**config.mk**
```make
export PLATFORM = sky130hd
export DESIGN_NAME = echo_detector
export DESIGN_NICKNAME = d
export VERILOG_FILES = /design/src/rtl/echo_detector.sv
export SDC_FILE = /design/constraint.sdc
export NUM_CORES = 1
export LEC_CHECK = 0
export CORE_MARGIN = 2
export CORE_UTILIZATION = 50
export CTS_CLUSTER_DIAMETER = 200
export DETAILED_ROUTE_END_ITERATION = 8
export DONT_BUFFER_PORTS = 1
export PLACE_DENSITY = 0.66
export SKIP_LAST_GASP = 1
export SLEW_MARGIN = 20
export SYNTH_ARGS = -nofsm -noshare
export SYNTH_HDL_FRONTEND = slang
export SYNTH_SLANG_ARGS = --single-unit
export TNS_END_PERCENT = 30
```
**constraint.sdc**
```tcl
create_clock -name wb_clk_i -period 18.4 [get_ports wb_clk_i]
set_input_delay 3.68 -clock wb_clk_i [delete_from_list [all_inputs] [get_ports wb_clk_i]]
set_output_delay 3.68 -clock wb_clk_i [all_outputs]
set_load 0.05 [all_outputs]
```
**src/rtl/echo_detector.sv**
```systemverilog
// Sonar echo detector: after a trigger, skip a blanking window, then report the first
// run of min_hits consecutive over-threshold samples (index + peak) or a timeout.
module echo_detector #(
    parameter int N     = 16,
    parameter int CNT_W = 16
) (
    input  logic               wb_clk_i,
    input  logic               wb_rst_i,
    input  logic               en_i,
    input  logic               start_i,
    input  logic               valid_i,
    input  logic [2*N-1:0]     data_i,
    input  logic [2*N-1:0]     thr_i,
    input  logic [3:0]         min_hits_i,
    input  logic [CNT_W-1:0]   blank_i,
    input  logic [CNT_W-1:0]   timeout_i,
    output logic               busy_o,
    output logic               done_o,
    output logic               echo_o,
    output logic [CNT_W-1:0]   tof_o,
    output logic [2*N-1:0]     peak_o,
    output logic               irq_o
);
    localparam int W = 2 * N;
    localparam logic [W-1:0]     W_ONE   = 1;
    localparam logic [CNT_W-1:0] C_ONE   = 1;
    localparam logic [W-1:0]     MOST_NEG = {1'b1, {(W-1){1'b0}}};
    localparam logic [W-1:0]     MOST_POS = {1'b0, {(W-1){1'b1}}};

    typedef enum logic [1:0] {IDLE, BLANK, LISTEN, DONE} state_t;

    state_t           state_q, state_d;
    logic [CNT_W-1:0] cnt_q, cnt_d;
    logic [CNT_W-1:0] run_q, run_d;
    logic [3:0]       hits_q, hits_d;
    logic [CNT_W-1:0] tof_q, tof_d;
    logic [W-1:0]     peak_q, peak_d;
    logic             echo_q, echo_d;
    logic             done_q, done_d;
    logic             irq_q, irq_d;

    logic [W-1:0]     mag;
    logic             hit;
    logic [3:0]       need;
    logic [3:0]       hits_inc;
    logic [CNT_W-1:0] cnt_inc;
    logic             to_hit;
    logic             blank_end;

    // Magnitude saturates so the most negative sample still fits in W-1 bits.
    always_comb begin
        if (!data_i[W-1])          mag = data_i;
        else if (data_i == MOST_NEG) mag = MOST_POS;
        else                       mag = ~data_i + W_ONE;
    end

    assign hit       = mag > thr_i;
    assign need      = (min_hits_i == 4'd0) ? 4'd1 : min_hits_i;
    assign hits_inc  = (hits_q == 4'hF) ? 4'hF : hits_q + 4'd1;
    assign cnt_inc   = (&cnt_q) ? cnt_q : cnt_q + C_ONE;
    assign to_hit    = (timeout_i != '0) && (cnt_q == timeout_i - C_ONE);
    assign blank_end = (cnt_q == blank_i - C_ONE);

    always_ff @(posedge wb_clk_i) begin
        if (wb_rst_i) begin
            state_q <= IDLE;
            cnt_q   <= '0;
            run_q   <= '0;
            hits_q  <= '0;
            tof_q   <= '0;
            peak_q  <= '0;
            echo_q  <= 1'b0;
            done_q  <= 1'b0;
            irq_q   <= 1'b0;
        end else begin
            state_q <= state_d;
            cnt_q   <= cnt_d;
            run_q   <= run_d;
            hits_q  <= hits_d;
            tof_q   <= tof_d;
            peak_q  <= peak_d;
            echo_q  <= echo_d;
            done_q  <= done_d;
            irq_q   <= irq_d;
        end
    end

    always_comb begin
        state_d = state_q;
        cnt_d   = cnt_q;
        run_d   = run_q;
        hits_d  = hits_q;
        tof_d   = tof_q;
        peak_d  = peak_q;
        echo_d  = echo_q;
        done_d  = done_q;
        irq_d   = 1'b0;
        if (!en_i) begin
            state_d = IDLE;
        end else if (start_i) begin
            // A sample coinciding with start is dropped on purpose.
            cnt_d   = '0;
            run_d   = '0;
            hits_d  = '0;
            tof_d   = '0;
            peak_d  = '0;
            echo_d  = 1'b0;
            done_d  = 1'b0;
            state_d = (blank_i == '0) ? LISTEN : BLANK;
        end else if (valid_i) begin
            case (state_q)
                BLANK: begin
                    cnt_d = cnt_inc;
                    if (to_hit) begin
                        state_d = DONE;
                        echo_d  = 1'b0;
                        tof_d   = '1;
                        done_d  = 1'b1;
                        irq_d   = 1'b1;
                    end else if (blank_end) begin
                        state_d = LISTEN;
                    end
                end
                LISTEN: begin
                    cnt_d = cnt_inc;
                    if (mag > peak_q) peak_d = mag;
                    if (hit) begin
                        hits_d = hits_inc;
                        if (hits_q == 4'd0) run_d = cnt_q;
                    end else begin
                        hits_d = 4'd0;
                    end
                    // Detection outranks a timeout landing on the same sample.
                    if (hit && (hits_inc >= need)) begin
                        state_d = DONE;
                        echo_d  = 1'b1;
                        tof_d   = (hits_q == 4'd0) ? cnt_q : run_q;
                        done_d  = 1'b1;
                        irq_d   = 1'b1;
                    end else if (to_hit) begin
                        state_d = DONE;
                        echo_d  = 1'b0;
                        tof_d   = '1;
                        done_d  = 1'b1;
                        irq_d   = 1'b1;
                    end
                end
                default: ;
            endcase
        end
    end

    assign busy_o = (state_q == BLANK) || (state_q == LISTEN);
    assign done_o = done_q;
    assign echo_o = echo_q;
    assign tof_o  = tof_q;
    assign peak_o = peak_q;
    assign irq_o  = irq_q;
endmodule

```
==> run metrics <==
clock period minus worst slack=slightly above 9000 ps; Post-Syn Nets=~1.2k; nets@finish=1,129; H-tree levels=3; crit end category=flip-flop; post-synthesis sequential area ratio=22.4%; Post-Synth Adder-Cell Area=a little under an eighth; slew at the pin closest to its max-slew limit=776 ps; peak supply drop=39.6 uV; Simple-Gate Fraction of Synth Area=between 20% and 30%; sequential power share=43.2%; FP Rows=between 40 and 50; Final Max Tran Viols=0; Max Clock Freq=between 0.1 and 0.15 GHz; # placed instances=around 1.2k; boundary pin count=157; mean post-synth cell area=8.04 sq um; Clock Latency Late Sink=350 ps; final hold slack=481 ps; floorplan core area=15,700 sq um; Mapped Cells=990; # hold bufs at CTS=0; Detailed Routing Iterations Pass 1=4; Synth top area share=22.4%; Setup CP Type=input port to flip-flop; root buffer selected by CTS=clkbuf_16; CTS tree=done; Pwr Total=452 uW; Final Non-Filler Cells=1,169; vias per std cell=6.01; Die W=130 microns; Sw Pwr=132 uW; Comb power frac=a little under a fifth; CP Data Required Time=approximately 19,000 ps; port buffer count=0; Detail Route Antenna Nets=0; Die H=130 microns; most frequent cell after synthesis=inv_1; sw frac=between 20 and 30%; Post-Route WL=a little over 20 mm; hold crit path type=flip-flop to flip-flop; CTS Buffer Depth=2; Initial Utilization=50.7%; CP startpoint kind=input port; Internal Power=320 uW; Leak=between 3 and 4 nW; Fillers=1,519; post-synthesis async set-or-reset flop share=0%; Post-CTS Repair Setup Buffers=0; initial antenna violation count=0; Syn Std Cell Area=7960 sq um; routed via count=7,025; power share of the clock group=38.6%; Post-Synth XOR/XNOR Area=8.69%; status=complete, no violations; layout cells sized above 1=5.56%; largest family of logic cells by synthesized area=compound AO/OA/AOI/OAI gates; Post-synth top cells=inv_1, dfxtp_1, ha_1; clk_skew=10.4 ps; GRT Total Usage=between 20% and 30%; final setup fails=0; Netlist cell types=74; Area Overhead vs Synth=3.39%; total congestion overflow=0; max cap viols=0; initial drt markers=493; gpl congestion=0.870; Synth area leaders=dfxtp_1, ha_1, xor2_1; RSZ-0062 raised after global routing=false; TritonCTS Buffers=9; total negative slack=0 ps; leading area contributor after synthesis=dfxtp_1; period utilization=49.3%; post-synthesis compound-gate area fraction=22.8%; antenna cells=0; Final Hold Fails=0; hpwl dp=15.5 mm; #FFs+latches synth=89; relative slew slack=48.2%; wire per inst=17.7 microns; Post-synth EDFFs=0; Gates resized, CTS repair=0; Syn. warnings=0; mux contribution to synthesized area=3.14%; CP arrival=9330 ps; clk sinks=89; Most used DFF post-synth=dfxtp_1; CTS clk-pin slew, worst paths=70 ps; first-pass GRT wire length=32.8 mm; Power Dens Cells=54.9 nW/um^2; largest net degree at the start of global routing=76; vias in the first global route=~6.5k; Critical Path Fanout Max=26; Remaining DRCs=0; DIE AREA=17,000 sq um
[cell type report]
class | count | area [sq um] | share of cell area (%)
multi-input combinational | 731 | 5430 | 65.9
sequential | 89 | 1780 | 21.6
inverter | 107 | 402 | 4.88
tap | 216 | 270 | 3.28
clock buffer | 10 | 229 | 2.78
timing repair buffer | 10 | 75.1 | 0.912
clock inverter | 6 | 48.8 | 0.593
[kinds of logic after synthesis]
| kind of cell | count (synthesis) |
|---|---|
| buffers and inverters | 170 |
| AND/OR/NAND/NOR | 316 |
| XOR/XNOR | 79 |
| adder cells (fa/ha/maj) | 76 |
| flip-flops | 89 |
| multiplexers | 25 |
| AO/OA/AOI/OAI | 235 |
[placed cells by master (no fill, tap or decap), types with 9 or more instances in the layout]
cell       instances
o31ai_1            9
a21o_1            13
a22o_1            16
nand3_1           24
a21oi_1           39
nor2b_1           10
mux2i_1           25
xnor2_1           32
dfxtp_1           89
o32ai_1           34
a211o_1           32
xor2_1            47
nand4_1           24
buf_4             10
clkbuf_16          9
o21ai_0           26
nor3_1            53
or3_1             42
ha_1              76
a221oi_2          10
inv_1            106
nor2_1            43
nand2_1           60
[critical path: stages]
cell and delay (ps):
or3_1 410, or4_1 440, or3_1 420, or4_1 510, or4_1 490, or2_1 550
nand2_1 290, ha_1 280, a21o_1 180, nand3_1 70, a211oi_1 70, or4b_2 680
a22oi_1 410, or3b_2 260, nor2_1 50, buf_4 210, a221oi_1 290
[metrics by stage]
step / util, % / instance area [sq um] / setup WS (ps)
floorplan: - / 7960 / 9430
global placement: 50.6 / 7960 / 9030
detailed placement: 50.6 / 7960 / 8990
CTS: 52.4 / 8230 / 9360
global route: 52.4 / 8230 / 8800
finish: 52.4 / 8230 / 9330
[final timing paths]
path	startpoint	endpoint	slack (ps)	cells after the start
hold reg to reg	run_q[1]	run_q[1]	480	1
setup / recovery	data_i[13]	tof_o[15]	9330	17
hold / removal	run_q[1]	run_q[1]	480	1
setup reg to reg	peak_o[17]	peak_o[23]	15280	12
[sequential cells by signal, summed over array words and instances, names as in the netlist]
| signal | flops |
|---|---|
| irq_o | 1 |
| cnt_q | 16 |
| peak_o | 32 |
| done_o | 1 |
| state_q | 2 |
| hits_q | 4 |
| run_q | 16 |
| echo_o | 1 |
| tof_o | 16 |
[power groups by stage]
stage	sequential [mW]	combinational (mW)	clock (mW)
3_3_place_gp	0.200	0.0816	0
6_report	0.195	0.0826	0.174
2_1_floorplan	0.199	0.0678	0
5_1_grt	0.195	0.0941	0.187
3_5_place_dp	0.200	0.0820	0
4_1_cts	0.195	0.0827	0.179
[per-layer routing]
metal	track usage (%)	wire length [microns]	vias up
li1	-	-	3544
met1	29.9	8750	3272
met2	41.6	10200	190
met5	0	0	-
met3	6.07	1410	19
met4	7.08	268	0
Note: power is estimated with default switching activity, not from simulation.
